--- src/rtl/norm_shift_pipe.sv ---
// Two-stage FP significand normaliser: leading-zero count, left shift, exponent adjust.
// Optional flush-to-zero of subnormal results when NORM_FTZ_EN is defined.
module norm_shift_pipe #(
    parameter int EXP_W = 11,
    parameter int MAN_W = 52,
    parameter int TAG_W = 4
) (
    input  logic             clk,
    input  logic             rst_n,
    input  logic             in_valid,
    output logic             in_ready,
    input  logic [EXP_W-1:0] in_exp,
    input  logic [MAN_W:0]   in_man,
    input  logic [TAG_W-1:0] in_tag,
    output logic             out_valid,
    input  logic             out_ready,
    output logic [EXP_W-1:0] out_exp,
    output logic [MAN_W-1:0] out_frac,
    output logic             out_zero,
    output logic             out_denorm,
    output logic [TAG_W-1:0] out_tag
);

    localparam int LZC_W = $clog2(MAN_W + 2);
    localparam int CMP_W = ((EXP_W > LZC_W) ? EXP_W : LZC_W) + 1;

    logic             s1_valid;
    logic             s2_valid;
    logic             s1_en;
    logic             s2_en;
    logic [EXP_W-1:0] s1_exp;
    logic [MAN_W:0]   s1_man;
    logic [TAG_W-1:0] s1_tag;
    logic [LZC_W-1:0] s1_lzc;
    logic [LZC_W-1:0] in_lzc;

    logic             is_zero;
    logic             is_normal;
    logic             is_denorm;
    logic [LZC_W-1:0] shift;
    logic [EXP_W-1:0] nxt_exp;
    logic [MAN_W-1:0] nxt_frac;
    logic             nxt_zero;
    logic             nxt_denorm;

    assign s2_en     = !s2_valid || out_ready;
    assign s1_en     = !s1_valid || s2_en;
    assign in_ready  = s1_en;
    assign out_valid = s2_valid;

    // Upward scan: the highest set bit is the last to write, giving MAN_W+1 for zero input.
    always_comb begin
        in_lzc = LZC_W'(MAN_W + 1);
        for (int i = 0; i <= MAN_W; i++) begin
            if (in_man[i]) begin
                in_lzc = LZC_W'(MAN_W - i);
            end
        end
    end

    always_ff @(posedge clk) begin
        if (!rst_n) begin
            s1_valid <= 1'b0;
            s1_exp   <= '0;
            s1_man   <= '0;
            s1_tag   <= '0;
            s1_lzc   <= '0;
        end else if (s1_en) begin
            s1_valid <= in_valid;
            if (in_valid) begin
                s1_exp <= in_exp;
                s1_man <= in_man;
                s1_tag <= in_tag;
                s1_lzc <= in_lzc;
            end
        end
    end

    assign is_zero   = (s1_man == '0);
    assign is_normal = !is_zero && (CMP_W'(s1_lzc) < CMP_W'(s1_exp));
    assign is_denorm = !is_zero && !is_normal;

    // Subnormals shift only as far as the exponent allows, landing at exponent field 0.
    always_comb begin
        shift   = '0;
        nxt_exp = '0;
        if (is_normal) begin
            shift   = s1_lzc;
            nxt_exp = s1_exp - EXP_W'(s1_lzc);
        end else if (is_denorm && (s1_exp != '0)) begin
            shift = LZC_W'(s1_exp - 1'b1);
        end
    end

`ifdef NORM_FTZ_EN
    assign nxt_frac   = is_denorm ? '0 : (s1_man[MAN_W-1:0] << shift);
    assign nxt_zero   = is_zero || is_denorm;
`else
    assign nxt_frac   = s1_man[MAN_W-1:0] << shift;
    assign nxt_zero   = is_zero;
`endif
    assign nxt_denorm = is_denorm;

    always_ff @(posedge clk) begin
        if (!rst_n) begin
            s2_valid   <= 1'b0;
            out_exp    <= '0;
            out_frac   <= '0;
            out_zero   <= 1'b0;
            out_denorm <= 1'b0;
            out_tag    <= '0;
        end else if (s2_en) begin
            s2_valid <= s1_valid;
            if (s1_valid) begin
                out_exp    <= nxt_exp;
                out_frac   <= nxt_frac;
                out_zero   <= nxt_zero;
                out_denorm <= nxt_denorm;
                out_tag    <= s1_tag;
            end
        end
    end

endmodule

--- config.mk ---
export PLATFORM = sky130hd
export DESIGN_NAME = norm_shift_pipe
export DESIGN_NICKNAME = d
export VERILOG_FILES = /design/src/rtl/norm_shift_pipe.sv
export SDC_FILE = /design/constraint.sdc
export NUM_CORES = 1
export LEC_CHECK = 0
export BUFFER_PORTS_ARGS = -buffer_cell sky130_fd_sc_hd__clkbuf_2
export CAP_MARGIN = 10
export CORE_UTILIZATION = 27
export CTS_BUF_LIST = sky130_fd_sc_hd__clkbuf_16
export CTS_CLUSTER_DIAMETER = 50
export DETAILED_ROUTE_END_ITERATION = 10
export GPL_TIMING_DRIVEN = 0
export PLACE_DENSITY = 0.47
export SLEW_MARGIN = 20
export SYNTH_ARGS = -nofsm -noshare
export SYNTH_HDL_FRONTEND = slang
export SYNTH_SLANG_ARGS = --single-unit
--- constraint.sdc ---
create_clock -name clk -period 4.1 [get_ports clk]
set_input_delay 0.205 -clock clk [delete_from_list [all_inputs] [get_ports clk]]
set_output_delay 0.205 -clock clk [all_outputs]
set_load 0.01 [all_outputs]
# Word-level counts from Yosys, hierarchy flattened

Cells that the tools add are included.

Bits of input ports: 72
Register bits after elaboration: 145
Output and inout port bits: 71

$add $sub $neg: 2
Mux-type cells: 56
Reductions and logical operators: 13
Shifts and indexed selects: 1
$lt $le $gt $ge: 1

Operators with widths:

| cell                                              | number |
|---|---|
| 2-to-1 mux 6 bit                                  | 54 |
| zero test 53 bit                                  | 1 |
| << shifter 52 x 6 -> 52 bit                       | 1 |
| < comparator 6 x 11 -> 1 bit                      | 1 |
| 2-to-1 mux 11 bit                                 | 1 |
| nonzero test 11 bit                               | 1 |
| subtractor 11 x 6 -> 11 bit                       | 1 |
| subtractor 6 x 1 -> 6 bit (second input constant) | 1 |
| zero test 1 bit                                   | 4 |
| AND reduction 2 bit                               | 2 |
| logical AND 1 bit                                 | 3 |
| logical OR 1 bit                                  | 2 |
| 2-to-1 mux 1 bit                                  | 1 |

# Longest topological paths before layout

Gate-level depths: netlist of run 1.

Depth in word-level cells: 53
Gate-level depth with buffers: 16
Gate-level depth less buffers: 14

# Least setup slack after synthesis of run 1

OpenSTA, ideal clock, no wires.

Path kind: reg-to-reg
Start point: register s1_exp[3]
End point: register out_frac[50]
Slack: 0.602 ns
Path buffers: 1
Arrival: 3.439 ns
Cell stages (with the launch flop): 14
Setup time: 0.059 ns
Path through: dfxtp_1 -> ha_1 -> and2_1 -> a221o_1 -> o21ai_2 -> nand3_2 -> and2_1 -> buf_4 -> nor2_1 -> mux2_4 -> mux2_2 -> mux2_4 -> a2111oi_2 -> a22o_1

Word-level cells in the longest chain between the ends: 8

Ends and longest elaborated chain:

| element                         | line | text |
|---|---|---|
| from (decl)                     | 31   | `logic [EXP_W-1:0] s1_exp;` |
| from (signal assigned)          | 71   | `s1_exp <= in_exp;` |
| < comparator 6 x 11 -> 1 bit    | 80   | `assign is_normal = !is_zero && (CMP_W'(s1_lzc) < CMP_W'(s1_exp));` |
| logical AND 1 bit               | 80   |  |
| zero test 1 bit                 | 81   | `assign is_denorm = !is_zero && !is_normal;` |
| logical AND 1 bit               | 81   |  |
| logical AND 1 bit               | 90   | `end else if (is_denorm && (s1_exp != '0)) begin` |
| 2-to-1 mux 6 bit                | 90   |  |
| 2-to-1 mux 6 bit (*)            | 87   | `if (is_normal) begin` |
| << shifter 52 x 6 -> 52 bit (*) | 99   | `assign nxt_frac = s1_man[MAN_W-1:0] << shift;` |
| to (signal assigned)            | 116  | `out_frac <= nxt_frac;` |
| to (decl)                       | 18   | `output logic [MAN_W-1:0] out_frac,` |

Every way passes the cells marked *; elsewhere a longest branch is shown, timed or not.
A chain may end at the register's enable or synchronous reset.

# Worst setup path after layout of run 1

Start point: register s1_lzc[3]
End point: register out_frac[48]

Word-level cells in the longest chain between the ends: 8

Ends and longest elaborated chain:

| element                         | line | text |
|---|---|---|
| from (decl)                     | 34   | `logic [LZC_W-1:0] s1_lzc;` |
| from (signal assigned)          | 74   | `s1_lzc <= in_lzc;` |
| < comparator 6 x 11 -> 1 bit    | 80   |  |
| logical AND 1 bit               | 80   |  |
| zero test 1 bit                 | 81   |  |
| logical AND 1 bit               | 81   |  |
| logical AND 1 bit               | 90   |  |
| 2-to-1 mux 6 bit                | 90   |  |
| 2-to-1 mux 6 bit (*)            | 87   |  |
| << shifter 52 x 6 -> 52 bit (*) | 99   |  |

Marked as above.

==> results of run 1 <==
[through the flow]
| step | total power, µW | area (µm²) |
|---|---|---|
| final | 4920 | 11600 |
| after global routing | 5110 | 11600 |
| after CTS | 4810 | 11300 |
| after detailed placement | 3160 | 10600 |
| after global placement | 3160 | 10500 |
| after floorplan | 2590 | 9270 |
[worst max-delay path by stage]
stage / start / endpoint / slack, ns / depth (start not counted)
after floorplan: s1_exp[3]$_SDFFE_PN0P_ / out_frac[50]$_SDFFE_PN0P_ / 0.60 / 13
after global placement: s1_man[7]$_SDFFE_PN0P_ / out_frac[47]$_SDFFE_PN0P_ / -0.45 / 11
after detailed placement: s1_man[7]$_SDFFE_PN0P_ / out_frac[50]$_SDFFE_PN0P_ / -0.38 / 11
after CTS: s1_lzc[4]$_SDFFE_PN0P_ / out_frac[50]$_SDFFE_PN0P_ / -0.03 / 14
after global routing: s1_lzc[3]$_SDFFE_PN0P_ / out_frac[27]$_SDFFE_PN0P_ / -0.006 / 14
final: s1_lzc[3]$_SDFFE_PN0P_ / out_frac[48]$_SDFFE_PN0P_ / 0.15 / 15
[layout by cell type, fill, tap and decap left out, drive strengths merged, types with 20 or more instances in the layout]
master	n
a21oi	125
nor2	111
nor4	27
inv	30
nand2	239
clkbuf	214
dfxtp	145
a22oi	56
mux2	20
a221oi	20
nor3	23
o21ai	32
nand3	29
buf	42
mux2i	88
[cells by family (layout without fill, tap and decap cells)]
logic type      count (synthesis)  in the layout
simple gates                  475            475
buf+inv                       114            303
compound gates                346            346
mux                           111            111
xor+xnor                       13             13
flops                         145            145
fa+ha+maj                       8              8
[where the power goes]
part	switching (µW)	internal [µW]	leakage, µW
clock network	667	954	0.000288
registers	96.6	1490	0.00119
logic	1090	622	0.00333
[critical path: stages, from the launching register on]
cell and delay (ns):
dfxtp_1 0.35, inv_1 0.08, ha_1 0.34, and2_1 0.20
a221o_1 0.40, o21a_4 0.29, o21ai_4 0.24, and2_1 0.16
buf_4 0.15, buf_6 0.19, mux2i_4 0.28, mux2i_1 0.14
mux2_2 0.34, o311ai_1 0.29, nor3_1 0.14, a221o_1 0.27
[routing by layer]
| layer | wire length, µm | track usage |
|---|---|---|
| met1 | 19400 | 0.329 |
| met2 | 17400 | 0.340 |
| met3 | 2350 | 0.0281 |
| met4 | 825 | 0.0558 |
| met5 | 0 | 0 |
[what timing repair did]
action,in CTS,in global routing
endpoints found under the setup margin,44,52
buffers inserted,1,9
resized for setup,26,70
hold buffers,5,0
pin swaps,0,5
endpoints found under the hold margin,5,0
[synthesized netlist by cell type (4+ instances only)]
library cell / n
ha_1: 7
and2_1: 7
a31oi_1: 8
clkbuf_1: 51
o21ai_0: 25
or2_2: 4
nand2b_1: 4
a311oi_1: 4
xnor2_1: 7
a32oi_1: 6
and3_1: 9
o221ai_1: 5
nor2b_1: 5
xor2_1: 6
a211oi_1: 12
nor4_1: 24
mux2_2: 16
dfxtp_1: 145
a221oi_1: 20
nand2_1: 239
o21a_1: 5
o211ai_1: 7
a221o_1: 12
o31ai_1: 5
nand3_1: 26
inv_1: 25
nand4_1: 6
nor2_1: 111
a2bb2oi_1: 6
buf_4: 7
mux2i_1: 87
or3_1: 6
o21ai_1: 4
a21oi_1: 124
a22oi_1: 56
nor3_1: 23
buf_2: 20
buf_1: 6
a22o_1: 6
a21o_1: 8
[registers in the layout (all words and copies together), names as in the netlist, 4 cells and up]
| register | cells |
|---|---|
| out_exp | 11 |
| out_frac | 52 |
| out_tag | 4 |
| s1_exp | 11 |
| s1_lzc | 6 |
| s1_man | 53 |
| s1_tag | 4 |
[area by class of cell]
class / instances / area (µm²)
fillers: 3610 / 22000
plain buffers: 86 / 437
clock buffers: 17 / 425
flip-flops and latches: 145 / 2900
well taps: 448 / 561
multi-input cells: 953 / 6160
inverters: 28 / 105
repair buffers: 158 / 843
clock inverters: 14 / 166
==> impl_metrics.env, run 1 <==
export IMPL_hold_path_end="s1_exp[9]$_SDFFE_PN0P_"
export IMPL_synth_cell_types=79
export IMPL_pre_cts_ws_ns=-0.379
export IMPL_critPathKind="flip-flop to flip-flop"
export IMPL_grt_pass1_vias=9195
export IMPL_port_buffer_count=142
export IMPL_start_kind="flip-flop"
export IMPL_pwr_density_cell_nw_per_um2=424
export IMPL_timing_rr_start="s1_lzc[3]$_SDFFE_PN0P_"
export IMPL_gp_congestion=0.968
export IMPL_synth_top_cell_area_share=0.313
export IMPL_synth_compound_area_frac=0.256
export IMPL_drt_vias_per_instance=5.38
export IMPL_fin_cells=1849
export IMPL_wl_um=39900
export IMPL_reg2reg_slack_ns=0.15
export IMPL_outcome="completed"
export IMPL_drtAntennaViolNets=0
export IMPL_finalHoldViolations=0
export IMPL_grt_pass1_wl_um=59500
export IMPL_fin_setup_tns_ns=0
export IMPL_clock_path_buffers=2
export IMPL_yosys_most_used_dff="dfxtp_1"
export IMPL_die_h_um=187
export IMPL_async_flop_share=0
export IMPL_synth_top_family_by_area="compound AO/OA/AOI/OAI gates"
export IMPL_drt_iter0_markers=1015
export IMPL_syn_nets=1292
export IMPL_drv_cap=0
export IMPL_relSlewSlack=0.425
export IMPL_io_pins=143
export IMPL_end_kind="flip-flop"
export IMPL_tightest_slew_ns=0.862
export IMPL_htree_levels=4
export IMPL_synth_largest_area_cell="dfxtp_1"
export IMPL_drc=0
export IMPL_min_from="in_exp[9]"
export IMPL_cts_tree="done"
export IMPL_syn_avg_cell_area_um2=7.65
export IMPL_grt_overflow_total=0
export IMPL_cts_inserted_buffers=17
export IMPL_synth_xor_area_frac=0.0123
export IMPL_fin_worst_skew_ns=0.0120
export IMPL_hpwl_um=31800
export IMPL_std_cell_rows=67
export IMPL_grtUsageTotal=0.223
export IMPL_r2r_end="out_frac[48]$_SDFFE_PN0P_"
export IMPL_utilization=0.345
export IMPL_grt_max_degree=17
export IMPL_cts_sinks=145
export IMPL_antenna_found_initial=0
export IMPL_syn_area_um2=9270
export IMPL_fin_crit_ns=3.95
export IMPL_synthCells=1212
export IMPL_num_antenna_cells=0
export IMPL_layout_drive_gt1_share=0.228
export IMPL_num_vias=9946
export IMPL_dieArea_um2=35100
export IMPL_fin_crit_sh=0.963
export IMPL_drtPass1Iterations=6
export IMPL_yosys_area_share_adder=0.0116
export IMPL_clk_latency_ns=0.43
export IMPL_ir_drop_uv=303
export IMPL_core_area_um2=33600
export IMPL_synth_simple_area_share=0.224
export IMPL_whs_ns=0.00683
export IMPL_start_util=0.276
export IMPL_yosysWarnings=0
export IMPL_drv_slew=0
export IMPL_synthMuxAreaShare=0.129
export IMPL_whs_path_depth=3
export IMPL_finalWorstSetupSlack_ns=0.153
export IMPL_min_path_type="primary input to flip-flop"
export IMPL_power_leakage_uw=0.00481
export IMPL_root_buffer="clkbuf_16"
export IMPL_nets=1469
export IMPL_area_growth_pct=25.1
export IMPL_clkSlewWorstSetupHoldPaths_ns=0.06
export IMPL_ys_seq_elements=145
export IMPL_die_w_um=187
export IMPL_rsz0062_at_grt="true"
export IMPL_synth_seq_area_share=0.313
export IMPL_max_freq_ghz=0.253
export IMPL_setup_viol=0
export IMPL_routedWlPerCell_um=21.6
export IMPL_dp_cells=1803
export IMPL_ys_top_cells_by_area="dfxtp_1 (31%), nand2_1 (9.7%), mux2i_1 (9.4%), a21oi_1 (6.7%), a22oi_1 (4.5%)"
export IMPL_cp_max_fo=10
export IMPL_synth_edf_count=0
export IMPL_worstPathRequired_ns=4.42
export IMPL_arrival_ns=4.26
export IMPL_reg2reg_depth=15
Power figures use the tool's default switching activity.
==> inputs of run 2 (changes only) <==
--- a/config.mk
+++ b/config.mk
@@ -7,6 +7,7 @@
 export LEC_CHECK = 0
 export BUFFER_PORTS_ARGS = -buffer_cell sky130_fd_sc_hd__clkbuf_2
 export CAP_MARGIN = 10
+export CORE_MARGIN = 2
 export CORE_UTILIZATION = 27
 export CTS_BUF_LIST = sky130_fd_sc_hd__clkbuf_16
 export CTS_CLUSTER_DIAMETER = 50
==> run 2 against run 1 <==
  * Maximum frequency fell by 2.5%
  * Global-route usage fell by 0.29 points
  * Via count is 1.3% higher
  * Non-clock buffer count rose by 1
  * Critical path depth did not move
  * Clock skew increased by 0.0032 ns
  * Sequential share of layout area is 0.11 points higher
  * Final cell count increased by 0.11%
  * Hold slack improved by 0.0012 ns
  * First-iteration DRC count shrank 20%
  * Clock power is essentially flat
  * Highest routed layer is now met5
==> impl_metrics.env, run 2 (synthesized netlist as in run 1, its figures left out) <==
export IMPL_drtAntennaViolNets=0
export IMPL_clk_latency_ns=0.43
export IMPL_grt_pass1_vias=9604
export IMPL_setup_viol=0
export IMPL_port_buffer_count=142
export IMPL_drv_cap=0
export IMPL_ir_drop_uv=276
export IMPL_place_area_um2=10600
export IMPL_fin_crit_ns=4.05
export IMPL_drv_slew=0
export IMPL_htree_levels=4
export IMPL_top_register="s1_man"
export IMPL_clkSlewWorstSetupHoldPaths_ns=0.07
export IMPL_root_buffer="clkbuf_16"
export IMPL_fin_crit_sh=0.988
export IMPL_power_frac_comb=0.348
export IMPL_grt_max_degree=17
export IMPL_start_kind="flip-flop"
export IMPL_finalHoldViolations=0
export IMPL_area_growth_pct=24.5
export IMPL_power_frac_clock=0.326
export IMPL_wl_um=40000
export IMPL_reg_top3="s1_man: 53 flops, out_frac: 52 flops"
export IMPL_fin_worst_skew_ns=0.0151
export IMPL_swShare=0.381
export IMPL_arrival_ns=4.41
export IMPL_mostFrequentLayoutCells="nand2_1 (239), clkbuf_2 (152), dfxtp_1 (145)"
export IMPL_std_cell_rows=67
export IMPL_layout_drive_gt1_share=0.220
export IMPL_nets=1470
export IMPL_num_vias=10100
export IMPL_grt_overflow_total=0
export IMPL_power_internal_uw=3020
export IMPL_grt_pass1_wl_um=60300
export IMPL_core_area_um2=33700
export IMPL_drt_iter0_markers=809
export IMPL_outcome="completed"
export IMPL_cp_max_fo=10
export IMPL_n_fill_cell=3684
export IMPL_die_w_um=189
export IMPL_num_antenna_cells=0
export IMPL_pre_cts_ws_ns=-0.418
export IMPL_multi_input_area_um2=6100
export IMPL_power_leakage_uw=0.00481
export IMPL_min_path_type="primary input to flip-flop"
export IMPL_io_pins=143
export IMPL_clock_path_buffers=2
export IMPL_pwr_share_seq=0.326
export IMPL_drtPass1Iterations=5
export IMPL_worstPathRequired_ns=4.47
export IMPL_gp_congestion=0.932
export IMPL_relSlewSlack=0.413
export IMPL_grtUsageTotal=0.221
export IMPL_max_freq_ghz=0.247
export IMPL_regArea_um2=2900
export IMPL_layout_commonest_cell="nand2_1"
export IMPL_finalWorstSetupSlack_ns=0.0512
export IMPL_cts_inserted_buffers=17
export IMPL_start_util=0.275
export IMPL_tightest_slew_ns=0.881
export IMPL_hpwl_um=32000
export IMPL_fin_area_um2=11500
export IMPL_critPathKind="flip-flop to flip-flop"
export IMPL_die_h_um=189
export IMPL_p_sw_uw=1850
export IMPL_pwr_density_cell_nw_per_um2=422
export IMPL_largest_register_ffs=53
export IMPL_total_power_uw=4870
export IMPL_cts_sinks=145
export IMPL_routedWlPerCell_um=21.6
export IMPL_antenna_found_initial=1
export IMPL_drc=0
export IMPL_end_kind="flip-flop"
export IMPL_cts_tree="done"
export IMPL_drt_vias_per_instance=5.44
export IMPL_dieArea_um2=35800
[run 2: cell count changes in the layout (fill, tap and decap cells not counted), sizes merged]
cell / delta
clkinv: -3
clkinvlp: +2
clkbuf: +3
inv: +3
bufinv: -1
dlygate4sd3: +2
buf: -4
[run 2: path summary, 6_finish.rpt]
check	startpoint	to	slack, ns	cells past startpoint
min	in_exp[9]	s1_exp[9]$_SDFFE_PN0P_	0.008	3
max reg2reg	s1_lzc[4]$_SDFFE_PN0P_	out_frac[48]$_SDFFE_PN0P_	0.05	15
min reg2reg	out_frac[27]$_SDFFE_PN0P_	out_frac[27]$_SDFFE_PN0P_	0.45	2
max	s1_lzc[4]$_SDFFE_PN0P_	out_frac[48]$_SDFFE_PN0P_	0.05	15
[run 2: repair_timing]
item | 4_1_cts | 5_1_grt
setup buffers | 2 | 8
gates resized for setup | 29 | 48
pin swaps | 1 | 6
hold endpoints to repair | 7 | 0
endpoints found under the setup margin | 48 | 48
hold buffers | 7 | 0
cloned | 0 | 0
[run 2: layout make-up]
| type | instances | share of cell area |
|---|---|---|
| Timing Repair Buffer | 160 | 0.0748 |
| Clock inverter | 15 | 0.0137 |
| Clock buffer | 17 | 0.0368 |
| Inverter | 28 | 0.00910 |
| Multi-Input combinational cell | 953 | 0.529 |
| Sequential cell | 145 | 0.251 |
| Tap cell | 448 | 0.0486 |
| Buffer | 85 | 0.0371 |
[run 2: layer usage]
metal  wire, µm  part of all wire  global-route usage  vias up
li1           -                 -                   -     4795
met1      19200              0.48               0.313     4817
met2      17100              0.43               0.335      393
met3       2530             0.063              0.0367       67
met4       1140             0.029              0.0775        2
met5         15           0.00037                   0        -
[run 2: critical path: stages, from the launching register on]
cell and delay [ns]:
dfxtp_1 0.40, inv_1 0.06, ha_1 0.34, and2_1 0.18
a221o_1 0.40, o21a_4 0.29, o21ai_4 0.22, a21o_1 0.14
buf_4 0.13, buf_4 0.21, clkbuf_4 0.25, mux2_2 0.39
mux2i_1 0.42, nor3_1 0.09, nor3_1 0.30, a221o_1 0.16
[run 2: through the flow]
stage | setup TNS [ns] | util | hold WS (ns) | std cells
6_report | 0 | 0.343 | 0.00802 | 1851
5_1_grt | -0.0113 | 0.343 | 0.00396 | 1851
4_1_cts | -0.0147 | 0.336 | 0.00101 | 1844
3_5_place_dp | -7.37 | 0.313 | 0.440 | 1803
3_3_place_gp | -8.45 | 0.313 | 0.431 | 1802
2_1_floorplan | 0 | - | 0.322 | 1212
[run 2: power by group through the flow]
stage | logic (µW) | clock network, µW | registers, µW
global route | 1800 | 1670 | 1600
global placement | 1530 | 0 | 1620
floorplan | 987 | 0 | 1600
detailed placement | 1530 | 0 | 1620
finish | 1690 | 1590 | 1590
CTS | 1590 | 1610 | 1590
==> inputs of run 3 (changes only) <==
--- a/config.mk
+++ b/config.mk
@@ -5,11 +5,11 @@
 export SDC_FILE = /design/constraint.sdc
 export NUM_CORES = 1
 export LEC_CHECK = 0
+export ABC_AREA = 1
 export BUFFER_PORTS_ARGS = -buffer_cell sky130_fd_sc_hd__clkbuf_2
 export CAP_MARGIN = 10
 export CORE_MARGIN = 2
 export CORE_UTILIZATION = 27
-export CTS_BUF_LIST = sky130_fd_sc_hd__clkbuf_16
 export CTS_CLUSTER_DIAMETER = 50
 export DETAILED_ROUTE_END_ITERATION = 10
 export GPL_TIMING_DRIVEN = 0
==> run 3 against run 2 <==
  * Final cell count rose by 15%
  * Clock power barely moved
  * Synthesized cell count rose by 21%
  * Design area rose by 7.2%
  * Maximum frequency fell by 0.21%
  * Global-route usage fell by 1.6 points
  * Core utilization rose by 2.9 points
==> impl_metrics.env, run 3 <==
export IMPL_pre_cts_ws_ns=-0.349
export IMPL_dieArea_um2=35100
export IMPL_max_freq_ghz=0.246
export IMPL_area_growth_pct=36.5
export IMPL_relSlewSlack=0.297
export IMPL_root_buffer="clkbuf_16"
export IMPL_setup_viol=0
export IMPL_rsz0062_at_grt="true"
export IMPL_largest_register_ffs=53
export IMPL_mostFrequentLayoutCells="nand2_1 (395), inv_1 (153), clkbuf_2 (147)"
export IMPL_syn_nets=1547
export IMPL_drt_iter0_markers=689
export IMPL_ir_drop_uv=274
export IMPL_yosys_most_used_dff="dfxtp_1"
export IMPL_grt_pass1_vias=9710
export IMPL_drv_slew=0
export IMPL_pwr_density_cell_nw_per_um2=421
export IMPL_grt_pass1_wl_um=56000
export IMPL_drt_vias_per_instance=4.86
export IMPL_cts_sinks=145
export IMPL_ys_top_cells_by_area="dfxtp_1 (32%), nand2_1 (17%), o21ai_0 (9.2%), a21oi_1 (7.4%), inv_1 (6.6%)"
export IMPL_synth_largest_area_cell="dfxtp_1"
export IMPL_syn_avg_cell_area_um2=6.18
export IMPL_drv_cap=0
export IMPL_holdBufCountCts=0
export IMPL_swShare=0.398
export IMPL_outcome="completed"
export IMPL_cp_max_fo=6
export IMPL_layout_commonest_cell="nand2_1"
export IMPL_power_leakage_uw=0.00531
export IMPL_fin_cells=2133
export IMPL_io_pins=143
export IMPL_start_util=0.273
export IMPL_finalWorstSetupSlack_ns=0.0425
export IMPL_fin_crit_sh=0.990
export IMPL_finalHoldViolations=0
export IMPL_drtAntennaViolNets=0
export IMPL_end_kind="flip-flop"
export IMPL_critical_path_max_stage_delay_ns=0.34
export IMPL_power_frac_comb=0.395
export IMPL_tightest_slew_ns=1.04
export IMPL_reg_top3="s1_man: 53 flops, out_frac: 52 flops"
export IMPL_cts_inserted_buffers=17
export IMPL_std_cell_rows=67
export IMPL_drc=0
export IMPL_cpMaxStageDelayCell="dfxtp_2"
export IMPL_critPathKind="flip-flop to flip-flop"
export IMPL_yosysWarnings=0
export IMPL_wl_um=37100
export IMPL_grtUsageTotal=0.205
export IMPL_die_w_um=187
export IMPL_pwr_share_seq=0.306
export IMPL_synthCells=1467
export IMPL_htree_levels=4
export IMPL_synth_common_cells="nand2_1 (417), o21ai_0 (167), inv_1 (160), dfxtp_1 (145), a21oi_1 (134)"
export IMPL_top_register="s1_man"
export IMPL_die_h_um=187
export IMPL_arrival_ns=4.42
export IMPL_synth_edf_count=0
export IMPL_antenna_found_initial=0
export IMPL_min_path_type="primary input to flip-flop"
export IMPL_port_buffer_count=142
export IMPL_ys_seq_elements=145
export IMPL_syn_area_um2=9070
export IMPL_core_area_um2=33300
export IMPL_dp_cells=2057
export IMPL_grt_max_degree=17
export IMPL_fin_crit_ns=4.06
export IMPL_async_flop_share=0
export IMPL_clock_path_buffers=2
export IMPL_start_kind="flip-flop"
export IMPL_cts_tree="done"
export IMPL_worstPathRequired_ns=4.46
export IMPL_clk_latency_ns=0.43
export IMPL_num_antenna_cells=0
export IMPL_total_power_uw=5210
export IMPL_grt_overflow_total=0
export IMPL_synth_seq_area_share=0.320
export IMPL_yosysMostFrequentCell="nand2_1"
export IMPL_synth_top_cell_area_share=0.320
export IMPL_num_vias=10400
export IMPL_power_frac_clock=0.299
export IMPL_fin_worst_skew_ns=0.0139
export IMPL_synth_cell_types=54
export IMPL_hpwl_um=29000
export IMPL_drtPass1Iterations=5
export IMPL_layout_drive_gt1_share=0.283
export IMPL_p_sw_uw=2070
export IMPL_power_internal_uw=3140
export IMPL_clkSlewWorstSetupHoldPaths_ns=0.07
export IMPL_routedWlPerCell_um=17.4
export IMPL_gp_congestion=0.932
export IMPL_nets=1753
[run 3: changes by cell type after synthesis, sizes merged, moves of 11 or more]
cell | before | now
mux2i | 88 | 8
nor3 | 23 | 12
clkbuf | 51 | 62
nand2 | 239 | 422
nor4 | 27 | 14
o21ai | 32 | 245
a211oi | 14 | 2
a221oi | 20 | 0
inv | 27 | 172
a22oi | 56 | 5
nor2 | 111 | 94
mux2 | 20 | 0
[run 3: per-layer routing]
metal,part of all wire,vias up,track usage
li1,-,5258,-
met1,0.48,4813,0.284
met2,0.46,256,0.329
met3,0.038,42,0.0250
met4,0.022,0,0.0644
met5,0,-,0
[run 3: cell families after synthesis]
group | count (synthesis) | synth area share
fa+ha+maj | 8 | 0.0119
buf+inv | 264 | 0.119
mux | 8 | 0.00883
simple gates | 592 | 0.263
flops | 145 | 0.320
xor+xnor | 8 | 0.00772
compound gates | 442 | 0.269
[run 3: through the flow]
step	hold slack, ns	setup TNS (ns)	area [µm²]	util
after floorplan	0.351	0	9070	-
after global placement	0.453	-8.87	10300	0.311
after detailed placement	0.455	-9.01	10300	0.311
after CTS	0.0184	0	11200	0.338
after global routing	0.0332	-3.11	12400	0.372
final	0.0258	0	12400	0.372
[run 3: layout make-up]
class	count	area, µm²
Buffer	92	576
Tap cell	448	561
Inverter	172	658
Clock buffer	19	443
Sequential cell	145	2910
Timing Repair Buffer	185	1120
Clock inverter	12	124
Fill cell	3703	20900
Multi-Input combinational cell	1060	5980
[run 3: final timing paths]
check / start / slack [ns] / cells past startpoint / end
max: s1_lzc[1]$_SDFFE_PN0P_ / 0.04 / 29 / out_frac[47]$_SDFFE_PN0P_
min: in_tag[2] / 0.03 / 3 / s1_tag[2]$_SDFFE_PN0P_
max reg2reg: s1_lzc[1]$_SDFFE_PN0P_ / 0.04 / 29 / out_frac[47]$_SDFFE_PN0P_
min reg2reg: out_frac[25]$_SDFFE_PN0P_ / 0.46 / 2 / out_frac[25]$_SDFFE_PN0P_
[run 3: critical path: cells and delay by family, from the launching register on]
kind	cells	cell delay [ns]
AO/OA/AOI/OAI	10	1.52
adder cells (fa/ha/maj)	1	0.23
buffers and inverters	6	0.55
flip-flops	1	0.34
AND/OR/NAND/NOR	12	1.32
[run 3: power groups by stage]
stage | Clock (µW) | Combinational (µW) | Sequential, µW
floorplan | 0 | 966 | 1630
global placement | 0 | 1540 | 1620
detailed placement | 0 | 1540 | 1620
CTS | 1580 | 1650 | 1590
global route | 1640 | 2230 | 1610
finish | 1560 | 2060 | 1590
[run 3: timing repair]
item,CTS,global route
buffers inserted,15,23
pin swaps,10,60
resized for setup,81,267
endpoints found under the setup margin,49,52
gates cloned,1,6
